**src/rtl/rv_pkg.sv**
```systemverilog
// Shared encodings for the multicycle RV64 controller: opcodes, funct fields,
// FSM states, write-back mux codes and the decode legality check.
package rv_pkg;

   localparam logic [6:0] OP_LOAD  = 7'b0000011;
   localparam logic [6:0] OP_STORE = 7'b0100011;
   localparam logic [6:0] OP_OP    = 7'b0110011;
   localparam logic [6:0] OP_IMM   = 7'b0010011;
   localparam logic [6:0] OP_JAL   = 7'b1101111;
   localparam logic [6:0] OP_JALR  = 7'b1100111;
   localparam logic [6:0] OP_AUIPC = 7'b0010111;

   localparam logic [2:0] F3_ADD = 3'b000;
   localparam logic [2:0] F3_DW  = 3'b011;

   localparam logic [6:0] F7_ADD = 7'h00;
   localparam logic [6:0] F7_SUB = 7'h20;

   localparam logic [1:0] WB_ULA   = 2'd0;
   localparam logic [1:0] WB_MEM   = 2'd1;
   localparam logic [1:0] WB_PC4   = 2'd2;
   localparam logic [1:0] WB_PCIMM = 2'd3;

   typedef enum logic [2:0] {
      ST_FETCH,
      ST_DECODE,
      ST_EXEC,
      ST_MEM,
      ST_WBMEM,
      ST_HALT
   } estado_t;

   // Only ld/sd (doubleword), add/sub, addi, jal, jalr and auipc are accepted.
   function automatic logic instr_legal(input logic [31:0] w);
      logic ok;
      ok = 1'b0;
      case (w[6:0])
         OP_LOAD, OP_STORE: ok = (w[14:12] == F3_DW);
         OP_OP:             ok = (w[14:12] == F3_ADD) &&
                                 ((w[31:25] == F7_ADD) || (w[31:25] == F7_SUB));
         OP_IMM:            ok = (w[14:12] == F3_ADD);
         OP_JAL, OP_JALR, OP_AUIPC: ok = 1'b1;
         default:           ok = 1'b0;
      endcase
      return ok;
   endfunction

endpackage

```
**src/rtl/gerador_imediato.sv**
```systemverilog
// Combinational immediate generator: extracts and sign-extends the I, S, J and U
// immediates from the latched instruction word (opcode bits are not needed).
module gerador_imediato
   import rv_pkg::*;
#(
   parameter int XLEN = 64
) (
   input  logic [31:7]     ir,
   output logic [XLEN-1:0] imm_i,
   output logic [XLEN-1:0] imm_s,
   output logic [XLEN-1:0] imm_j,
   output logic [XLEN-1:0] imm_u
);

   assign imm_i = {{(XLEN-12){ir[31]}}, ir[31:20]};
   assign imm_s = {{(XLEN-12){ir[31]}}, ir[31:25], ir[11:7]};
   assign imm_j = {{(XLEN-21){ir[31]}}, ir[31], ir[19:12], ir[20], ir[30:21], 1'b0};
   assign imm_u = {{(XLEN-32){ir[31]}}, ir[31:12], 12'b0};

endmodule

```
**src/rtl/controle_multiciclo.sv**
```systemverilog
// Multicycle RV64 control unit: sequences fetch/decode/execute, owns the PC and
// instruction register, and drives regfile, ULA and data-memory control ports.
module controle_multiciclo
   import rv_pkg::*;
#(
   parameter int XLEN    = 64,
   parameter int IMEM_AW = 7
) (
   input  logic               clk,
   input  logic               reset,
   input  logic [31:0]        instr,
   input  logic [XLEN-1:0]    doutULA,
   output logic [IMEM_AW-1:0] endr,
   output logic [4:0]         Ra,
   output logic [4:0]         Rb,
   output logic [4:0]         Rw,
   output logic               WeR,
   output logic               WeM,
   output logic               soma_ou_subtrai,
   output logic               subtraindo,
   output logic               imediato,
   output logic [XLEN-1:0]    constante,
   output logic [1:0]         wb_sel,
   output logic [XLEN-1:0]    wb_pc,
   output logic [XLEN-1:0]    pc,
   output logic               halt
);

   localparam logic [XLEN-1:0] PC_STEP   = XLEN'(4);
   localparam logic [XLEN-1:0] LSB_CLEAR = ~XLEN'(1);

   estado_t         state_q, state_d;
   logic [XLEN-1:0] pc_q, pc_d;
   logic [31:0]     ir_q, ir_d;
   logic            halt_q, halt_d;

   logic [XLEN-1:0] imm_i, imm_s, imm_j, imm_u;
   logic [XLEN-1:0] pc_plus4, jal_target, jalr_target;
   logic [6:0]      opcode;
   logic [4:0]      rd, rs1, rs2;
   logic            rd_nz;

   gerador_imediato #(.XLEN(XLEN)) u_imm (
      .ir    (ir_q[31:7]),
      .imm_i (imm_i),
      .imm_s (imm_s),
      .imm_j (imm_j),
      .imm_u (imm_u)
   );

   assign opcode      = ir_q[6:0];
   assign rd          = ir_q[11:7];
   assign rs1         = ir_q[19:15];
   assign rs2         = ir_q[24:20];
   assign rd_nz       = (rd != 5'd0);
   assign pc_plus4    = pc_q + PC_STEP;
   assign jal_target  = pc_q + imm_j;
   assign jalr_target = doutULA & LSB_CLEAR;

   assign pc   = pc_q;
   assign halt = halt_q;

   always_ff @(posedge clk) begin
      if (reset) begin
         state_q <= ST_FETCH;
         pc_q    <= '0;
         ir_q    <= '0;
         halt_q  <= 1'b0;
      end else begin
         state_q <= state_d;
         pc_q    <= pc_d;
         ir_q    <= ir_d;
         halt_q  <= halt_d;
      end
   end

   // Outputs are held at zero while reset is high so an aborted instruction
   // cannot emit a write pulse in the reset cycle itself.
   always_comb begin
      state_d         = state_q;
      pc_d            = pc_q;
      ir_d            = ir_q;
      halt_d          = halt_q;
      endr            = '0;
      Ra              = 5'd0;
      Rb              = 5'd0;
      Rw              = 5'd0;
      WeR             = 1'b0;
      WeM             = 1'b0;
      soma_ou_subtrai = 1'b0;
      subtraindo      = 1'b0;
      imediato        = 1'b0;
      constante       = '0;
      wb_sel          = WB_ULA;
      wb_pc           = '0;

      if (!reset) begin
         endr = pc_q[IMEM_AW+1:2];
         case (state_q)
            ST_FETCH: begin
               state_d = ST_DECODE;
            end

            ST_DECODE: begin
               ir_d = instr;
               if (instr_legal(instr)) begin
                  state_d = ST_EXEC;
               end else begin
                  state_d = ST_HALT;
                  halt_d  = 1'b1;
               end
            end

            ST_EXEC: begin
               Ra              = rs1;
               Rb              = rs2;
               Rw              = rd;
               soma_ou_subtrai = 1'b1;
               state_d         = ST_FETCH;
               case (opcode)
                  OP_OP: begin
                     subtraindo = ir_q[30];
                     WeR        = rd_nz;
                     pc_d       = pc_plus4;
                  end
                  OP_IMM: begin
                     imediato  = 1'b1;
                     constante = imm_i;
                     WeR       = rd_nz;
                     pc_d      = pc_plus4;
                  end
                  OP_LOAD: begin
                     imediato  = 1'b1;
                     constante = imm_i;
                     state_d   = ST_MEM;
                  end
                  OP_STORE: begin
                     imediato  = 1'b1;
                     constante = imm_s;
                     WeM       = 1'b1;
                     pc_d      = pc_plus4;
                  end
                  OP_JAL: begin
                     wb_pc  = pc_plus4;
                     wb_sel = WB_PC4;
                     if (jal_target[1]) begin
                        state_d = ST_HALT;
                        halt_d  = 1'b1;
                     end else begin
                        WeR  = rd_nz;
                        pc_d = jal_target;
                     end
                  end
                  OP_JALR: begin
                     imediato  = 1'b1;
                     constante = imm_i;
                     wb_pc     = pc_plus4;
                     wb_sel    = WB_PC4;
                     if (jalr_target[1]) begin
                        state_d = ST_HALT;
                        halt_d  = 1'b1;
                     end else begin
                        WeR  = rd_nz;
                        pc_d = jalr_target;
                     end
                  end
                  OP_AUIPC: begin
                     wb_pc  = pc_q + imm_u;
                     wb_sel = WB_PCIMM;
                     WeR    = rd_nz;
                     pc_d   = pc_plus4;
                  end
                  default: begin
                     state_d = ST_HALT;
                     halt_d  = 1'b1;
                  end
               endcase
            end

            // Address controls stay up so the synchronous data memory sees a
            // stable address and its read data is ready for write-back.
            ST_MEM: begin
               Ra              = rs1;
               Rb              = rs2;
               Rw              = rd;
               soma_ou_subtrai = 1'b1;
               imediato        = 1'b1;
               constante       = imm_i;
               state_d         = ST_WBMEM;
            end

            ST_WBMEM: begin
               Ra              = rs1;
               Rb              = rs2;
               Rw              = rd;
               soma_ou_subtrai = 1'b1;
               imediato        = 1'b1;
               constante       = imm_i;
               wb_sel          = WB_MEM;
               WeR             = rd_nz;
               pc_d            = pc_plus4;
               state_d         = ST_FETCH;
            end

            ST_HALT: begin
               state_d = ST_HALT;
            end

            default: begin
               state_d = ST_FETCH;
            end
         endcase
      end
   end

endmodule

```
**config.mk**
```make
export PLATFORM = sky130hd
export DESIGN_NAME = controle_multiciclo
export DESIGN_NICKNAME = d
export VERILOG_FILES = /design/src/rtl/rv_pkg.sv /design/src/rtl/gerador_imediato.sv /design/src/rtl/controle_multiciclo.sv
export SDC_FILE = /design/constraint.sdc
export NUM_CORES = 1
export LEC_CHECK = 0
export CAP_MARGIN = 15
export CELL_PAD_IN_SITES_DETAIL_PLACEMENT = 1
export CELL_PAD_IN_SITES_GLOBAL_PLACEMENT = 1
export CORE_ASPECT_RATIO = 0.75
export CORE_MARGIN = 2
export CORE_UTILIZATION = 35
export CTS_BUF_LIST = sky130_fd_sc_hd__clkbuf_4
export DETAILED_ROUTE_END_ITERATION = 12
export HOLD_SLACK_MARGIN = 0.1
export PLACE_DENSITY = 0.85
export SLEW_MARGIN = 40
export SYNTH_ARGS = -nofsm -noshare
export SYNTH_HDL_FRONTEND = slang
export SYNTH_HIERARCHICAL = 1
export SYNTH_SLANG_ARGS = --single-unit
```
**constraint.sdc**
```tcl
create_clock -name clk -period 7.2 [get_ports clk]
set_input_delay 1.44 -clock clk [delete_from_list [all_inputs] [get_ports clk]]
set_output_delay 1.44 -clock clk [all_outputs]
set_load 0.02 [all_outputs]
```
Word level (Yosys, flattened, before mapping)
Cells that the tools add are included.

storage, ports and cells
  register bits after elaboration = 100

cells by class
  equality and inequality tests = 28
  reductions and logical operators = 20
  mux-type cells = 49
  add/sub/neg operators = 3

operator list
  kind                                            number
  one-hot mux 64 bit (2 select lines)             4
  two-way mux 64 bit                              5
  one-hot mux 64 bit (3 select lines)             1
  adder 64 bit                                    2
  adder 64 x 3 -> 64 bit (second input constant)  1
  == test 7 x 6 -> 1 bit (second input constant)  5
  two-way mux 5 bit                               6
  == test 7 x 5 -> 1 bit (second input constant)  4
  == test 7 bit (second input constant)           4
  two-way mux 1 bit                               18
  one-hot mux 3 bit (5 select lines)              1
  == test 7 x 2 -> 1 bit (second input constant)  2
  inequality test 3 bit (second input constant)   4
  one-hot mux 3 bit (4 select lines)              1
  OR reduction 3 bit                              4
  == test 3 x 2 -> 1 bit (second input constant)  3
  two-way mux 3 bit                               3
  one-hot mux 2 bit (2 select lines)              2
  OR reduction 4 bit                              2
  logical NOT 7 bit                               1
  two-way mux 7 bit                               1
  == test 3 bit (second input constant)           2
  logical NOT 3 bit                               2
  one-hot mux 1 bit (2 select lines)              3
  other kinds (14)                                19

Logic depth before layout (Yosys ltp)
  word-level depth = 8
  depth in mapped cells = 14

Hierarchy
Netlist, hierarchy kept.

by module, submodules not included
  module               cells each  area each (µm²)  seq. area each (µm²)  instances
  controle_multiciclo  2298        15319.7          1981.9                1
  gerador_imediato     257         1925.6           0.0                   1

Least setup slack after synthesis
OpenSTA, ideal clock, no wires.

  kind = register to output
  from = register ir_q[31]
  to = output port wb_pc[58]
  arrival = 6.047 ns
  required time = 5.760 ns
  stages on the path, launching flop included = 14
  slack = -0.287 ns
  path buffers = 2
  cells stage by stage = dfxtp_1 buf_4 ha_1 clkbuf_1 and3_1 a221o_1 a21oi_1 or4_1 nand3b_1 o22a_1 a211oi_1 o21ai_0 xnor2_1 o22ai_1

on the way
  longest elaborated chain between the ends = 4

RTL lines
  what                                 line                        source
  start, declared                      controle_multiciclo.sv:34   logic [31:0] ir_q, ir_d;
  start signal, assigned               controle_multiciclo.sv:72   ir_q <= ir_d;
  adder 64 bit                         controle_multiciclo.sv:168  wb_pc = pc_q + imm_u;
  one-hot mux 64 bit (2 select lines)  controle_multiciclo.sv:120  case (opcode)
  two-way mux 64 bit                   controle_multiciclo.sv:99   case (state_q)
  two-way mux 64 bit                   controle_multiciclo.sv:97   if (!reset) begin
  end, declared                        controle_multiciclo.sv:24   output logic [XLEN-1:0] wb_pc,

Every way passes these cells.

Final worst setup path
  from = register pc_q[28] (netlist: pc[28])
  to = output port wb_pc[61]

on the way
  longest elaborated chain between the ends = 4

RTL lines
  what                                                    line                                                   source
  start, declared                                         controle_multiciclo.sv:33                              logic [XLEN-1:0] pc_q, pc_d;
  start signal, assigned                                  controle_multiciclo.sv:71                              pc_q <= pc_d;
  adder 64 bit or adder 64 x 3 -> 64 bit (tied branches)  controle_multiciclo.sv:168, controle_multiciclo.sv:56
  one-hot mux 64 bit (2 select lines) *                   controle_multiciclo.sv:120
  two-way mux 64 bit *                                    controle_multiciclo.sv:99
  two-way mux 64 bit *                                    controle_multiciclo.sv:97

Every way passes the cells marked *; elsewhere a longest branch is shown, timed or not.

==> results by group <==
Timing
  – Worst slew margin: 48.75%
  – Hold Slack: 0.4785 ns
  – Fin Clk Skew: 0.02668 ns
  – Setup violators final: 0
  – Final Max Slew Viols: 0
  – Minimum clock period: about 6.2 ns
  – Final TNS setup: 0 ns
  – Unrepaired setup endpoints after global routing: false
  – Worst-margin pin slew: 0.7668 ns
  – Fin crit share: between 80% and 90%
  – Hold Fails Final Rpt: 0
  – Fmax: 0.1604 GHz

Synth
  – Netlist cell types: 84
  – Post-Syn Area: around 17000 um2
  – Combinational family with the most area after synthesis: compound AO/OA/AOI/OAI gates
  – Syn_area_per_cell: 6.750 um2
  – Top-count cell post-synth: a21oi_1
  – Top cells by area, synth: dfxtp_1 (11%), buf_4 (11%), ha_1 (9.2%), a21oi_1 (7.8%), nand2_1 (5.7%)
  – Cells after Synth: between 2k and 3k
  – Seq/Total Area, Yosys: 11.49%
  – Number of enable flip-flop cells after synthesis: 0
  – Ys async rst share: 0%
  – Top cells by count, synth: a21oi_1 (270), nand2_1 (264), nor2_1 (260)
  – Synth warnings: 6
  – Yosys reg bits: 99
  – Post-synth top area cell: dfxtp_1
  – Mux share of post-synthesis cell area: 0.2322%
  – Post-synthesis adder-cell area fraction: 9.214%
  – Simple-Gate Fraction of Synth Area: roughly 22%
  – Complex-gate fraction of the synthesized area: 32.05%
  – Synth Flop Type: dfxtp_1
  – Synth Area in XOR/XNOR: 8.989%
  – Share of the synthesized area in the top cell type: 11.49%

Routing
  – DRC errors left: 0
  – Vias per std cell: 6.176
  – TritonRoute pass-1 iters: 6
  – WL final: 78940 um
  – Initial DRC count: roughly 2.1k
  – Antenna Nets Post-Route: 0
  – Via Count: 19.58k
  – Routed WL per cell: approximately 25 um

Setup path
  – Worst r2r src: ir_q[31]
  – Worst EP required: about 5.8 ns
  – Worst Setup EP: wb_pc[61]
  – Worst r2r dst: pc[52]
  – Critical path class: flop to primary output
  – Worst R2R Setup Slack: 2.66 ns
  – Crit path launch type: flop
  – Worst Reg-to-Reg Cells: 12
  – WP data arrival: 4.80 ns
  – CP Capture Type: primary output
  – Crit Path Max Fanout: 11
  – Worst setup startpoint: pc[28]

Final layout
  – Area growth, synth to finish: 11.42%
  – Layout Nets: 2735
  – Fill cell count: around 6.2k
  – Share of layout cells above drive strength 1: 3.777%

Global route
  – GR peak layer: met1
  – Largest net degree at the start of global routing: 108
  – First-pass GRT wire length: 116900 um
  – Antenna violations before repair: 9
  – Vias in the first global route: 18.64k
  – GRT Util Overall: 29.63%
  – Grt met2 use: 41.94%
  – Grt met1 use: 43.30%
  – M3 GR Usage: 6.576%
  – Total global routing overflow: 0

Clock network
  – Bufs on Longest Clock Path: 2
  – Clock Tree Root: clkbuf_4
  – Clock sink count: between 90 and 100
  – Post-CTS Setup Inserts: 0
  – CTS HTree Levels: 3
  – Post-CTS sizing: 0
  – Num CTS Buffers: 9
  – Worst skew pair latency: 0.56 ns
  – Post-CTS Hold Buffers: 0
  – CTS tree: yes
  – Clk slew on worst S/H paths: 0.18 ns

Flow run
  – Total of max-cap violations: 0

Placement
  – Final GP Congestion: 1.020
  – # port buffers: 316
  – DPL Wire Length: ~63000 um

Power and ir drop
  – Worst vdd ir: 75.88 uV
  – Pwr per Cell Area: 148.1 nW/um2
  – Internal power: 0.001298 W
  – Sw power: 0.001547 W
  – Static Leak: 7.123 nW
  – Clock power frac: 11.3%
  – Total Power: 0.002845 W
  – Comb pwr share: approximately three fifths
  – Switching Fraction: 54.39%
  – Fraction of power consumed by sequential logic: 28.9%

Die
  – DIE WIDTH: around 260 um
  – Die Y: around 200 um
  – Initial Utilization: 35.41%
  – Core area: ~50000 um2
  – Die area: 51080 um2
  – Count of standard-cell rows: 70
  – I/O Pins: between 300 and 400

Outcome
  – Status: finished clean

Hold path
  – Hold Crit Class: flop to flop
## cell usage in the layout (no fill, tap or decap), types with 40 or more instances in the layout
master           netlist  final
a21o_1                76     76
a21oi_1              270    270
a22oi_1              118    118
and3_1                43     42
clkdlybuf4s50_1        0    315
dfxtp_1               99     98
ha_1                 127    127
nand2_1              264    261
nand3_1               54     53
nand4_1               40     40
nor2_1               260    255
nor3_1                60     57
o21ai_0              133    133
xnor2_1              106    106
xor2_1                71     71
## power groups by stage
stage               Sequential [W]  Combinational (W)  Clock, W
floorplan                 0.000799            0.00126         0
global placement          0.000817            0.00159         0
detailed placement        0.000823            0.00164         0
CTS                       0.000810            0.00165  0.000325
global route              0.000827            0.00182  0.000345
finish                    0.000823            0.00170  0.000322
## flip-flops by register name, summed over array words and instances, names as in the netlist
register / cells
halt: 1
ir_q: 32
pc: 63
state_q: 3
## worst max-delay path, stage by stage (launching register included)
cell,delay [ns]
dfxtp_1,0.67
ha_1,0.41
nand3_1,0.25
nor4_1,0.46
nor2b_1,0.38
o2111ai_1,0.24
a31oi_1,0.36
o21ai_0,0.20
o21ai_0,0.33
xnor2_1,0.14
o22ai_1,0.17
clkdlybuf4s50_1,0.65
## logic make-up after synthesis
family / count (synthesis)
mux: 4
compound gates: 859
simple gates: 830
buf+inv: 457
fa+ha+maj: 127
other cells: 2
xor+xnor: 177
flops: 99
## stage by stage
step	cells	setup slack (ns)	area, um2	utilization (%)
2_1_floorplan	2567	1.221	17290	-
3_3_place_gp	3147	1.727	19030	39.09
3_5_place_dp	3147	1.690	19070	39.15
4_1_cts	3163	1.044	19190	39.41
5_1_grt	3169	0.7102	19210	39.45
6_report	3170	0.9644	19210	39.46
## final cells by class
class	instances	area [um2]	area share, %
multi-input combinational	2011	12710	66.14
inverter	39	146.4	0.7619
timing repair buffer	350	3420	17.80
sequential	99	1986	10.33
clock buffer	9	67.56	0.3516
antenna	7	17.52	0.09116
tap	648	810.8	4.220
clock inverter	7	58.81	0.3060
## how the worst min path moves through the flow
stage             from      end  slack (ns)  cells past startpoint
2_1_floorplan  ir_q[6]  ir_q[6]        0.45                      2
3_3_place_gp      halt     halt        0.44                      2
3_5_place_dp      halt     halt        0.45                      2
4_1_cts           halt     halt        0.48                      2
5_1_grt           halt     halt        0.50                      2
6_report          halt     halt        0.48                      2
## layer usage
| layer | wire, um | up-vias |
|---|---|---|
| met5 | 27 | - |
| met4 | 2862 | 4 |
| met3 | 8172 | 117 |
| met2 | 31700 | 977 |
| met1 | 36180 | 9571 |
| li1 | - | 8910 |
No activity file was read; power rests on OpenSTA's default activity.
